## src/rtl/qam_symbol_scheduler.sv

```systemverilog
// QAM symbol scheduler: byte FIFO, nibble splitter, symbol-rate pacing, preamble and alignment pulse.
// Define SCRAMBLER_EN to XOR data nibbles with an x^7+x^6+1 LFSR.
module qam_symbol_scheduler #(
   parameter int          DIV        = 16,
   parameter int          FIFO_DEPTH = 4,
   parameter int          PRE_LEN    = 4,
   parameter logic [3:0]  PRE_SYM    = 4'b1010
) (
   input  logic       clk,
   input  logic       rst,
   input  logic       en,
   input  logic [7:0] in_data,
   input  logic       in_valid,
   output logic       in_ready,
   output logic       sym_stb,
   output logic [3:0] sym,
   output logic       sym_valid,
   output logic       m_align,
   output logic       busy,
   output logic       underrun
);

   localparam int AW = $clog2(FIFO_DEPTH);
   localparam int CW = $clog2(DIV);
   localparam int PW = (PRE_LEN > 1) ? $clog2(PRE_LEN) : 1;

   typedef enum logic [1:0] {IDLE, PRE, DATA} state_t;

   state_t          state, state_nx;
   logic [CW-1:0]   cnt;
   logic [PW-1:0]   pre_cnt, pre_cnt_nx;
   logic            nib_hi, nib_hi_nx;
   logic            first, first_nx;
   logic [7:0]      mem [FIFO_DEPTH];
   logic [AW:0]     wr_ptr, rd_ptr;
   logic            full, empty, push, pop, tick;
   logic [7:0]      head;
   logic [3:0]      dmask;
   logic            stb_nx, vld_nx, align_nx, und_nx;
   logic [3:0]      sym_nx;

   assign full     = (wr_ptr - rd_ptr) == (AW+1)'(FIFO_DEPTH);
   assign empty    = (wr_ptr == rd_ptr);
   assign in_ready = !full;
   assign push     = in_valid & in_ready;
   assign head     = mem[rd_ptr[AW-1:0]];
   assign tick     = (cnt == CW'(DIV-1));

   // FIFO storage carries no reset; emptiness is defined by the pointers alone
   always_ff @(posedge clk) begin
      if (push) mem[wr_ptr[AW-1:0]] <= in_data;
   end

   always_comb begin
      state_nx   = state;
      pre_cnt_nx = pre_cnt;
      nib_hi_nx  = nib_hi;
      first_nx   = first;
      pop        = 1'b0;
      stb_nx     = 1'b0;
      align_nx   = 1'b0;
      und_nx     = 1'b0;
      sym_nx     = sym;
      vld_nx     = sym_valid;
      case (state)
         IDLE: begin
            if (en && !empty) begin
               state_nx   = PRE;
               pre_cnt_nx = '0;
               nib_hi_nx  = 1'b1;
            end
         end
         PRE: begin
            if (tick) begin
               stb_nx = 1'b1;
               sym_nx = PRE_SYM;
               vld_nx = 1'b1;
               if (pre_cnt == PW'(PRE_LEN-1)) begin
                  state_nx = DATA;
                  first_nx = 1'b1;
               end else begin
                  pre_cnt_nx = pre_cnt + PW'(1);
               end
            end
         end
         DATA: begin
            if (tick) begin
               // Low nibble always follows its high nibble, regardless of en
               if (!nib_hi) begin
                  stb_nx    = 1'b1;
                  sym_nx    = head[3:0] ^ dmask;
                  vld_nx    = 1'b1;
                  pop       = 1'b1;
                  nib_hi_nx = 1'b1;
               end else if (!empty) begin
                  stb_nx    = 1'b1;
                  sym_nx    = head[7:4] ^ dmask;
                  vld_nx    = 1'b1;
                  align_nx  = first;
                  first_nx  = 1'b0;
                  nib_hi_nx = 1'b0;
               end else if (en) begin
                  stb_nx = 1'b1;
                  sym_nx = 4'd0;
                  vld_nx = 1'b0;
                  und_nx = 1'b1;
               end else begin
                  state_nx = IDLE;
                  vld_nx   = 1'b0;
               end
            end
         end
         default: state_nx = IDLE;
      endcase
   end

   always_ff @(posedge clk or negedge rst) begin
      if (!rst) begin
         state     <= IDLE;
         cnt       <= '0;
         pre_cnt   <= '0;
         nib_hi    <= 1'b1;
         first     <= 1'b0;
         wr_ptr    <= '0;
         rd_ptr    <= '0;
         sym_stb   <= 1'b0;
         sym       <= 4'd0;
         sym_valid <= 1'b0;
         m_align   <= 1'b0;
         underrun  <= 1'b0;
         busy      <= 1'b0;
      end else begin
         state     <= state_nx;
         cnt       <= (state == IDLE || tick) ? '0 : cnt + CW'(1);
         pre_cnt   <= pre_cnt_nx;
         nib_hi    <= nib_hi_nx;
         first     <= first_nx;
         if (push) wr_ptr <= wr_ptr + (AW+1)'(1);
         if (pop)  rd_ptr <= rd_ptr + (AW+1)'(1);
         sym_stb   <= stb_nx;
         sym       <= sym_nx;
         sym_valid <= vld_nx;
         m_align   <= align_nx;
         underrun  <= und_nx;
         busy      <= (state_nx != IDLE);
      end
   end

`ifdef SCRAMBLER_EN
   logic [6:0] lfsr;

   function automatic logic [6:0] lfsr_step4(input logic [6:0] s);
      logic [6:0] r;
      r = s;
      for (int i = 0; i < 4; i++) r = {r[5:0], r[6] ^ r[5]};
      return r;
   endfunction

   assign dmask = lfsr[3:0];

   // Reseeded at every burst start; advances only on data-nibble strobes
   always_ff @(posedge clk or negedge rst) begin
      if (!rst)
         lfsr <= 7'h7F;
      else if (state == IDLE && state_nx == PRE)
         lfsr <= 7'h7F;
      else if (state == DATA && stb_nx && vld_nx)
         lfsr <= lfsr_step4(lfsr);
   end
`else
   assign dmask = 4'd0;
`endif

endmodule

```

## config.mk

```make
export PLATFORM = sky130hd
export DESIGN_NAME = qam_symbol_scheduler
export DESIGN_NICKNAME = d
export VERILOG_FILES = /design/src/rtl/qam_symbol_scheduler.sv
export SDC_FILE = /design/constraint.sdc
export NUM_CORES = 1
export LEC_CHECK = 0
export CAP_MARGIN = 10
export CORE_MARGIN = 2
export CORE_UTILIZATION = 45
export DETAILED_ROUTE_END_ITERATION = 8
export PLACE_DENSITY = 0.72
export SYNTH_ARGS = -nofsm -noshare
export SYNTH_HDL_FRONTEND = slang
export SYNTH_SLANG_ARGS = --single-unit
export TNS_END_PERCENT = 100
```

## constraint.sdc

```tcl
create_clock -name clk -period 3.4 [get_ports clk]
set_clock_uncertainty 0.2 [all_clocks]
set_input_delay 0.34 -clock clk [delete_from_list [all_inputs] [get_ports clk]]
set_output_delay 0.34 -clock clk [all_outputs]
set_load 0.02 [all_outputs]
```

==> metrics.sh <==
PLACE_HPWL_UM=3190
YOSYS-TOP-CELLS-AREA='sky130_fd_sc_hd__edfxtp_1 37%, sky130_fd_sc_hd__dfrtp_1 23%, sky130_fd_sc_hd__mux4_2 6.9%, sky130_fd_sc_hd__ha_1 6.3%, sky130_fd_sc_hd__o21ai_0 1.9%'
CLOCK_SINK_COUNT=57
BUFFER_PORTS.INSERTED=21
SEQUENTIAL_SHARE_OF_THE_SYNTHESIZED_AREA_PCT=61.2
SYNTH_TOP_AREA_SHARE_PCT=37.0
SYNTH.MOST_COMMON_CELL='sky130_fd_sc_hd__edfxtp_1'
GLOBALROUTE.TOTALOVERFLOW=0
CTS.REPORTEDPATHS.CLKPINSLEW_PS=70
ROW_COUNT=27
INITIAL_ANTENNA_VIOLATION_COUNT=0
DRIVE_ABOVE_1_SHARE_PCT=16.1
H-TREE-DEPTH=3
WIDTH_OF_THE_DIE_UM=80.0
CP.ARRIVAL_PS=2250
GRT_USAGE_PCT=15.8
RRSETUPSLACK_PS=980
SYNTH_TOP_CELLS_BY_COUNT='32 x sky130_fd_sc_hd__edfxtp_1, 24 x sky130_fd_sc_hd__dfrtp_1, 13 x sky130_fd_sc_hd__ha_1, 13 x sky130_fd_sc_hd__nand2_1, 12 x sky130_fd_sc_hd__inv_1'
SYNTH_TOP_AREA_CELL='sky130_fd_sc_hd__edfxtp_1'
POST_SYNTH_XOR_AREA_FRACTION_PCT=3.28
MAXIMUM_CLOCK_INSERTION_BUFFER_COUNT=2
POST-CTS-SETUP-BUFFERS=0
DRT-PASS1-ITER-COUNT=4
CLK_ROOT_BUFFER_CELL='sky130_fd_sc_hd__clkbuf_8'
CRITICALPATHCATEGORY='register to output port'
ROUTE.ANTENNA.REMAINING_NETS=0
FINALWIRELENGTH_UM=4450
DR.FIRST_ITER.DRC_COUNT=89
WORST_SKEW_PAIR.LATE_LATENCY_PS=340
IO-PIN-COUNT=22
ROUTEDWLPERCELL_UM=15.3
CTS_TREE='done'
AVGVIACOUNTPERCELL=5.34
SEQPWRFRAC_PCT=44.7
CLOCK_POWER_SHARE_PCT=29.7
NUMBER_OF_ANTENNA_REPAIR_DIODES=0
SYNTH_TOP_FAMILY_BY_AREA='compound AO/OA/AOI/OAI gates'
SYNTH_CELL_AREA_UM2=2600
CELLINTERNALPOWER_mW=1.45
MAPPEDNETLISTNETS=211
FLOORPLAN.INITIALDENSITY_PCT=46.9
FINAL_NET_COUNT=238
P_SWITCHING_mW=0.695
GRT_FIRST_PASS_WIRELENGTH_UM=7390
CRITICAL_PATH.MAX_FANOUT=10
CRIT_REQUIRED_PS=2860
TIMING.HOLD.WORST.CLASS='input port to asynchronous set/reset pin'
WORSTREGTOREGCELLS=6
WORST_HOLD_SLACK_PS=153
DIE_AREA_UM2=6390
SYNTH-SEQ-CELLS=57
TRITONCTS.NUM_BUFFERS=9
YOSYS-MUX-AREA-FRACTION_PCT=8.63
DRC_ERRORS=0
SYNTH-SIMPLE-AREA-SHARE_PCT=7.76
POWER.SWITCHING_FRACTION_PCT=32.3
NUMBER_OF_GLOBAL_ROUTE_VIAS_BEFORE_REPAIR=1549
POSTSYNTH.ASYNCRESETSHARE_PCT=43.9
SETUP.WORST_PATH.START='rd_ptr[1]'
COMBPWRFRAC_PCT=25.7
SETUP_VIOL=0
YOSYSWARNINGS=0
OUTCOME='complete, no violations'
FINALMAXSLEWVIOLATIONS=0
SYNTH_FA_HA_AREA_SHARE_PCT=6.27
POSTCTSHOLDBUFS=0
MAX_FREQ_GHz=0.359
FIN_CRIT_SH_PCT=82.0
GP_CONGESTION=0.781
SYNTH_FF_TYPE='sky130_fd_sc_hd__edfxtp_1'
TIMING.RR.END='mem[1][4]'
RSZ_0062_RAISED_AFTER_GLOBAL_ROUTING='false'
CTS_RESIZED=0
IRDROPWORSTVDD_mV=0.412
NUMBER_OF_VIAS_IN_THE_ROUTED_LAYOUT=1549
MAX_SLEW.WORST_PIN.SLEW_PS=427
DIE_Y_UM=80.0
FINALWORSTPATHREQUIREDPERIOD_PS=2790
GRT_START_MAX_NET_PINS=26
HOLD_VIOL_FINAL=0
SETUP.WORST_PATH.START_CLASS='register'
SYN2LAYOUT_AREA_GROWTH_PCT=18.8
MAXCAPVIOLCOUNT=0
SYN_AREA_PER_CELL_UM2=14.0
REG_TO_REG_CRITICAL_PATH_STARTPOINT='rd_ptr[1]'
CORE-AREA_UM2=5540
WORSTSETUPENDPOINTTYPE='output port'
SLEW_HEADROOM_PCT=71.2
TOTAL_LEAKAGE_POWER_nW=1.21
POWER_PER_CELL_AREA_nW_PER_UM2=696
SYNTHESIZED_NETLIST_CELL_COUNT=186
TOTALPOWERFINAL_mW=2.15
SYNTH_ENABLE_FLOP_CELLS=32
SETUP-TNS-FINAL_PS=0
SYNTH_AREA_IN_COMPOUND_GATES_PCT=9.83
SYNTH_CELL_TYPES=41
==> cell type report <==
class	count	area [um2]
inverters	12	45.0
clock buffers	9	124
multi-input cells	109	928
fillers	468	2450
well taps	72	90.1
repair buffers	24	233
clock inverters	7	77.6
flip-flops and latches	57	1590
==> per-stage QoR <==
step / utilization [%] / worst slack (ps) / instances / area, um2
floorplan: - / 1050 / 186 / 2600
global placement: 52.1 / 972 / 274 / 2880
detailed placement: 52.1 / 946 / 274 / 2880
CTS: 55.7 / 572 / 290 / 3090
global route: 55.7 / 407 / 290 / 3090
finish: 55.7 / 613 / 290 / 3090
==> state kept, by name, summed over array words and instances (netlist names) <==
register,count
sym,4
busy,1
underrun,1
m_align,1
cnt,4
mem,32
wr_ptr,3
sym_valid,1
first,1
pre_cnt,2
nib_hi,1
sym_stb,1
rd_ptr,3
state,2
==> metal layers <==
metal | vias up | GRT usage (%) | share of wire, % | wire length (um)
met4 | 0 | 5.42 | 1.0 | 46
met5 | - | 0 | 0 | 0
met1 | 752 | 18.8 | 41 | 1810
li1 | 750 | - | - | -
met2 | 43 | 26.3 | 53 | 2370
met3 | 4 | 6.00 | 4.8 | 215
==> placed cells by master (no fill, tap or decap), types with 2 or more instances in the layout <==
| master | count |
|---|---|
| sky130_fd_sc_hd__nor2b_1 | 3 |
| sky130_fd_sc_hd__nand4_1 | 2 |
| sky130_fd_sc_hd__and3_1 | 2 |
| sky130_fd_sc_hd__a32oi_1 | 2 |
| sky130_fd_sc_hd__inv_6 | 3 |
| sky130_fd_sc_hd__xnor2_1 | 3 |
| sky130_fd_sc_hd__nand3_1 | 5 |
| sky130_fd_sc_hd__clkbuf_8 | 9 |
| sky130_fd_sc_hd__buf_4 | 3 |
| sky130_fd_sc_hd__mux2_2 | 3 |
| sky130_fd_sc_hd__o211ai_1 | 2 |
| sky130_fd_sc_hd__nand2_1 | 13 |
| sky130_fd_sc_hd__nor2_1 | 6 |
| sky130_fd_sc_hd__a31oi_1 | 3 |
| sky130_fd_sc_hd__o21ai_0 | 10 |
| sky130_fd_sc_hd__xor2_1 | 3 |
| sky130_fd_sc_hd__clkdlybuf4s50_1 | 21 |
| sky130_fd_sc_hd__dfrtp_1 | 24 |
| sky130_fd_sc_hd__nor3_1 | 2 |
| sky130_fd_sc_hd__a311oi_1 | 2 |
| sky130_fd_sc_hd__edfxtp_1 | 32 |
| sky130_fd_sc_hd__inv_1 | 12 |
| sky130_fd_sc_hd__mux4_2 | 8 |
| sky130_fd_sc_hd__and2_1 | 3 |
| sky130_fd_sc_hd__o31ai_1 | 2 |
| sky130_fd_sc_hd__xnor2_2 | 2 |
| sky130_fd_sc_hd__a22o_1 | 2 |
| sky130_fd_sc_hd__a21oi_1 | 6 |
| sky130_fd_sc_hd__ha_1 | 13 |
==> power groups by stage <==
| stage | Combinational, mW | Sequential (mW) | Clock, mW |
|---|---|---|---|
| 2_1_floorplan | 0.416 | 0.947 | 0 |
| 3_3_place_gp | 0.544 | 0.972 | 0 |
| 3_5_place_dp | 0.556 | 0.976 | 0 |
| 4_1_cts | 0.558 | 0.963 | 0.654 |
| 5_1_grt | 0.617 | 0.976 | 0.685 |
| 6_report | 0.551 | 0.960 | 0.637 |
==> critical path, stage by stage, from the launching register on <==
cell	delay, ps
sky130_fd_sc_hd__dfrtp_1	580
sky130_fd_sc_hd__inv_1	120
sky130_fd_sc_hd__ha_1	190
sky130_fd_sc_hd__nor2b_1	180
sky130_fd_sc_hd__xnor2_2	180
sky130_fd_sc_hd__nand3_1	120
sky130_fd_sc_hd__clkdlybuf4s50_1	550
==> logic make-up (layout without fill, tap and decap cells) <==
logic type      after synthesis  after routing
flops                        57             57
xor+xnor                      8              8
mux                          12             12
buf+inv                      20             52
fa+ha+maj                    13             13
simple gates                 40             40
compound gates               36             36
==> worst max-delay path by stage <==
stage           endpoint  slack (ps)  cells past startpoint
6_report        in_ready         610                      6
3_5_place_dp    in_ready         950                      6
3_3_place_gp    in_ready         970                      6
4_1_cts         in_ready         570                      6
5_1_grt         in_ready         410                      6
2_1_floorplan  mem[3][0]        1050                      6
Power figures use the tool's default switching activity.
